**config.mk**
```make
export PLATFORM = sky130hd
export DESIGN_NAME = fetch_stage
export DESIGN_NICKNAME = d
export VERILOG_FILES = /design/src/rtl/riscv_pkg.sv /design/src/rtl/fetch_stage_pc_counter.sv /design/src/rtl/fetch_stage.sv
export SDC_FILE = /design/constraint.sdc
export NUM_CORES = 1
export LEC_CHECK = 0
export ABC_AREA = 1
export CELL_PAD_IN_SITES_DETAIL_PLACEMENT = 1
export CELL_PAD_IN_SITES_GLOBAL_PLACEMENT = 2
export CORE_AREA = 2 2 190 192
export CTS_CLUSTER_DIAMETER = 80
export DETAILED_ROUTE_END_ITERATION = 7
export DIE_AREA = 0 0 192 194
export PLACE_DENSITY = 0.9
export SLEW_MARGIN = 25
export SYNTH_ARGS = -nofsm -noshare
export SYNTH_HDL_FRONTEND = slang
export SYNTH_SLANG_ARGS = --single-unit
```
**constraint.sdc**
```tcl
create_clock -name clk -period 1.8 [get_ports clk]
set_input_delay 0.18 -clock clk [delete_from_list [all_inputs] [get_ports clk]]
set_output_delay 0.18 -clock clk [all_outputs]
set_load 0.02 [all_outputs]
```
**src/rtl/riscv_pkg.sv**
```systemverilog
// rtl/riscv_pkg.sv - shared RISC-V front-end constants for the fetch stage
package riscv_pkg;
  localparam int          DATA_W_DEF   = 32;
  localparam logic [31:0] PC_RESET_DEF = 32'h0000_0000;
  localparam logic [31:0] NOP          = 32'h0000_0013; // addi x0, x0, 0

  typedef enum logic [1:0] {
    PC_SEL_SEQ   = 2'd0,
    PC_SEL_HOLD  = 2'd1,
    PC_SEL_REDIR = 2'd2
  } pc_sel_e;
endpackage

```
**src/rtl/fetch_stage_pc_counter.sv**
```systemverilog
// rtl/fetch_stage_pc_counter.sv - PC register with flush > stall > sequential next-PC mux
module pc_counter
  import riscv_pkg::*;
#(
  parameter int                DATA_W   = DATA_W_DEF,
  parameter logic [DATA_W-1:0] PC_RESET = DATA_W'(PC_RESET_DEF)
) (
  input  logic              clk,
  input  logic              reset,
  input  logic              stall,
  input  logic              flush,
  input  logic [DATA_W-1:0] br_target,
  output logic [DATA_W-1:0] pc
);

  logic [DATA_W-1:0] pc_q;
  logic [DATA_W-1:0] pc_d;
  pc_sel_e           sel;

  always_comb begin
    sel = PC_SEL_SEQ;
    if (flush)      sel = PC_SEL_REDIR;
    else if (stall) sel = PC_SEL_HOLD;
  end

  // Redirect targets are word-aligned here so imem_addr can never be misaligned.
  always_comb begin
    pc_d = pc_q + DATA_W'(4);
    case (sel)
      PC_SEL_REDIR: pc_d = {br_target[DATA_W-1:2], 2'b00};
      PC_SEL_HOLD:  pc_d = pc_q;
      default:      pc_d = pc_q + DATA_W'(4);
    endcase
  end

  always_ff @(posedge clk) begin
    if (reset) pc_q <= {PC_RESET[DATA_W-1:2], 2'b00};
    else       pc_q <= pc_d;
  end

  assign pc = pc_q;

endmodule

```
**src/rtl/fetch_stage.sv**
```systemverilog
// rtl/fetch_stage.sv - IF stage: PC, IF/ID pipeline register, fetch and stall counters
module fetch_stage
  import riscv_pkg::*;
#(
  parameter int                DATA_W   = DATA_W_DEF,
  parameter logic [DATA_W-1:0] PC_RESET = DATA_W'(PC_RESET_DEF)
) (
  input  logic              clk,
  input  logic              reset,
  input  logic              stall,
  input  logic              flush,
  input  logic [DATA_W-1:0] br_target,
  output logic [DATA_W-1:0] imem_addr,
  input  logic [31:0]       imem_rdata,
  output logic [DATA_W-1:0] if_id_pc,
  output logic [DATA_W-1:0] if_id_pc4,
  output logic [31:0]       if_id_instr,
  output logic              if_id_valid,
  output logic [DATA_W-1:0] fetch_cnt,
  output logic [DATA_W-1:0] stall_cnt
);

  logic [DATA_W-1:0] pc;
  logic [DATA_W-1:0] pc_q,    pc_d;
  logic [DATA_W-1:0] pc4_q,   pc4_d;
  logic [31:0]       instr_q, instr_d;
  logic              valid_q, valid_d;
  logic [DATA_W-1:0] fcnt_q,  fcnt_d;
  logic [DATA_W-1:0] scnt_q,  scnt_d;

  pc_counter #(
    .DATA_W   (DATA_W),
    .PC_RESET (PC_RESET)
  ) u_pc (
    .clk       (clk),
    .reset     (reset),
    .stall     (stall),
    .flush     (flush),
    .br_target (br_target),
    .pc        (pc)
  );

  // Flush beats stall: a redirect always bubbles and never counts as a stall cycle.
  always_comb begin
    pc_d    = pc_q;
    pc4_d   = pc4_q;
    instr_d = instr_q;
    valid_d = valid_q;
    fcnt_d  = fcnt_q;
    scnt_d  = scnt_q;
    if (flush) begin
      pc_d    = '0;
      pc4_d   = '0;
      instr_d = NOP;
      valid_d = 1'b0;
    end else if (stall) begin
      scnt_d  = scnt_q + DATA_W'(1);
    end else begin
      pc_d    = pc;
      pc4_d   = pc + DATA_W'(4);
      instr_d = imem_rdata;
      valid_d = 1'b1;
      fcnt_d  = fcnt_q + DATA_W'(1);
    end
  end

  always_ff @(posedge clk) begin
    if (reset) begin
      pc_q    <= '0;
      pc4_q   <= '0;
      instr_q <= NOP;
      valid_q <= 1'b0;
      fcnt_q  <= '0;
      scnt_q  <= '0;
    end else begin
      pc_q    <= pc_d;
      pc4_q   <= pc4_d;
      instr_q <= instr_d;
      valid_q <= valid_d;
      fcnt_q  <= fcnt_d;
      scnt_q  <= scnt_d;
    end
  end

  assign imem_addr   = pc;
  assign if_id_pc    = pc_q;
  assign if_id_pc4   = pc4_q;
  assign if_id_instr = instr_q;
  assign if_id_valid = valid_q;
  assign fetch_cnt   = fcnt_q;
  assign stall_cnt   = scnt_q;

endmodule

```
==> run_results.csv <==
group,metric,value,unit
route,drcViolationCount,0,
global_route,grt_pass1_vias,9454,
sta,period_needed,1750,ps
die,initial_core_util,24.6,%
cells_and_area,fin_cells,2036,
route,drtAntennaViolNets,0,
route,vias_per_cell,4.51,
route,post_drt_wl_per_cell,16.4,um
sta,slew-limit-headroom,59.8,%
min_path,hold_path.class,"primary input to flip-flop",
worst_setup_path,worstReg2RegStart,"u_pc.pc[4]",
clock_network,clkLatencyLatePin,450,ps
worst_setup_path,reg2reg_depth,9,
min_path,hold_path_depth,4,
logic_synthesis,avgSynthCellArea,6.76,um^2
worst_setup_path,crit_path_end_kind,"output pin",
global_route,track_usage,17.9,%
clock_network,clkSinkCount,187,
sta,hold_violations,0,
place,dp_cells,2002,
min_path,min_to,"stall_cnt[4]",
logic_synthesis,yosysSeqAreaShare,43.2,%
power_and_ir_drop,p_leak,0.00518,uW
clock_network,cts.root.buffer_cell,"clkbuf_16",
clock_network,cts_tree,"yes",
global_route,grt_max_degree,122,
min_path,hold_start,"stall",
worst_setup_path,slowest_delay,690,ps
clock_network,cts_buffers,17,
cells_and_area,drive_above_1_share,8.33,%
place,hpwl,24.9,mm
global_route,overflow,0,
logic_synthesis,yosys_warnings,0,
clock_network,htree_levels,4,
worst_setup_path,critical_path_class,"flip-flop to output pin",
job,maxCapViolations,0,
route,postRouteWirelength,33.4,mm
worst_setup_path,cp-start-kind,"flip-flop",
worst_setup_path,crit_buf_inv,1,
place,placed_area,12000,um^2
logic_synthesis,async_flop_share,0,%
worst_setup_path,cp_cell_sequence,"clkdlybuf4s50_1",
power_and_ir_drop,powerDensity,722,nW/um^2
sta,slew_violations,0,
sta,max_freq,0.573,GHz
die,coreArea,35200,um^2
clock_network,clk_pin_slew_worst_paths,80,ps
worst_setup_path,worst_path_max_delay_cell,"clkdlybuf4s50_1",
cells_and_area,mostFrequentLayoutCells,"346 x nand2_1, 221 x clkdlybuf4s50_1, 184 x dfxtp_1",
route,vias,9185,
sta,worst_pin_slew,604,ps
die,fp-row-count,69,
die,die_area,37200,um^2
sta,finalWorstSetupSlack,54.0,ps
worst_setup_path,timing.rr.end,"if_id_pc4[23]",
logic_synthesis,netlist-cell-type-count,44,
status,outcome,"completed",
logic_synthesis,synth-edff-count,0,
route,drtIter0Drc,297,
die,die-width,192,um
route,wl_met3,1.83,mm
place,gp_congestion,0.808,
power_and_ir_drop,finalPower,9130,uW
sta,setup_viol,0,
sta,rsz0062_at_grt,"yes",
power_and_ir_drop,max-vdd-ir-drop,0.000698,V
worst_setup_path,reg2reg_slack,120,ps
global_route,grt_pass1_wl,52.2,mm
place,portBuffers,252,
logic_synthesis,netlist_area,8660,um^2
cells_and_area,postLayoutCellArea,12600,um^2
cells_and_area,final_common_cell,"nand2_1",
sta,skew,14.8,ps
logic_synthesis,synthFlopType,"dfxtp_1",
worst_setup_path,cp_data_arrival_time,1570,ps
cells_and_area,area_growth,46.0,%
place,dp_slack,-155,ps
cells_and_area,layout.nets,1631,
sta,fin_crit_sh,97.0,%
global_route,grt_antenna_before_repair,3,
clock_network,clk_path_buf_depth,2,
worst_setup_path,path_max_fanout,5,
worst_setup_path,cpLargestDelayFamily,"buffers and inverters",
route,met2_length,16.3,mm
logic_synthesis,syn_inst,1282,
cells_and_area,final_util,35.9,%
die,dieHeight,194,um
route,first_pass_iters,5,
worst_setup_path,critical_path_required,1620,ps
die,num_io_pins,261,
route,top_layer_used,"met5",
route,wl_met1,15.0,mm
logic_synthesis,ys_ff_latch,187,
==> how the worst max path moves through the flow <==
| stage | from | endpoint | slack [ps] | cells after the start |
|---|---|---|---|---|
| 2_1_floorplan | u_pc.pc[3] | if_id_pc4[24] | 130 | 10 |
| 3_3_place_gp | flush | fetch_cnt[21] | -120 | 9 |
| 3_5_place_dp | flush | fetch_cnt[21] | -160 | 9 |
| 4_1_cts | u_pc.pc[17] | imem_addr[17] | 7 | 2 |
| 5_1_grt | stall_cnt[4] | stall_cnt[17] | -20 | 7 |
| 6_report | u_pc.pc[9] | imem_addr[9] | 50 | 1 |
==> layout make-up <==
class                   count  area (um^2)
fillers                  4355        22600
diodes                      2         5.00
well taps                 461          577
repair buffers            310         3040
multi-input cells         907         4230
flip-flops and latches    187         3750
clock inverters            11         90.1
inverters                 137          520
clock buffers              21          440
==> flip-flops by register name, indices dropped and copies added (netlist names) <==
| register | cells |
|---|---|
| fetch_cnt | 32 |
| u_pc.pc | 30 |
| if_id_pc4 | 30 |
| if_id_pc | 30 |
| if_id_instr | 32 |
| stall_cnt | 32 |
| if_id_valid | 1 |
==> where the power goes <==
group | leakage (uW) | switching (uW) | internal, uW
registers | 0.00152 | 91.3 | 4250
clock network | 0.000258 | 1810 | 1790
logic | 0.00340 | 676 | 503
==> metal layers <==
metal  global-route usage, %  up-vias
met5                       0        -
met2                    31.0      193
met1                    22.5     4364
li1                        -     4614
met4                    3.56        2
met3                    4.34       12
==> synthesized netlist by cell type, types with 2 or more instances <==
cell type | instances | area share (%)
o21ai_0 | 89 | 5.1
nor2_8 | 2 | 0.46
nand2_1 | 346 | 15
o21a_1 | 4 | 0.35
nand3_4 | 2 | 0.40
nand3_1 | 57 | 3.3
dfxtp_1 | 187 | 43
buf_1 | 6 | 0.26
a21o_1 | 2 | 0.17
and2_1 | 2 | 0.14
nor3b_1 | 2 | 0.17
nor2_4 | 5 | 0.65
ha_1 | 3 | 0.43
nor3_2 | 2 | 0.23
nor2_2 | 9 | 0.65
buf_4 | 7 | 0.61
xnor2_1 | 4 | 0.40
clkbuf_1 | 35 | 1.5
buf_2 | 7 | 0.40
nor3_1 | 15 | 0.87
xor2_1 | 13 | 1.3
a21oi_1 | 116 | 6.7
a31oi_1 | 8 | 0.58
nand4_1 | 15 | 1.1
o21ai_1 | 6 | 0.35
a211oi_1 | 2 | 0.17
inv_1 | 134 | 5.8
nor2_1 | 186 | 8.1
==> through the flow <==
step | hold WS [ps] | setup TNS (ps)
2_1_floorplan | 293 | 0
3_3_place_gp | 451 | -1580
3_5_place_dp | 458 | -3410
4_1_cts | 205 | 0
5_1_grt | 233 | -22.7
6_report | 229 | 0
==> cells by family (layout without fill, tap and decap cells) <==
| logic type | count (synthesis) | after routing | synth area share [%] |
|---|---|---|---|
| other cells | 1 | 8 | 0.0433 |
| simple gates | 650 | 650 | 31.9 |
| fa+ha+maj | 3 | 3 | 0.433 |
| compound gates | 231 | 231 | 13.8 |
| buf+inv | 193 | 479 | 8.92 |
| flops | 187 | 187 | 43.2 |
| xor+xnor | 17 | 17 | 1.72 |
==> what timing repair did <==
action	in CTS	in global routing
cloned	0	0
hold buffers	0	0
gates resized for setup	11	36
setup buffers	0	0
pin swaps	0	1
setup endpoints to repair	11	43
(Power assumes the default switching activity.)
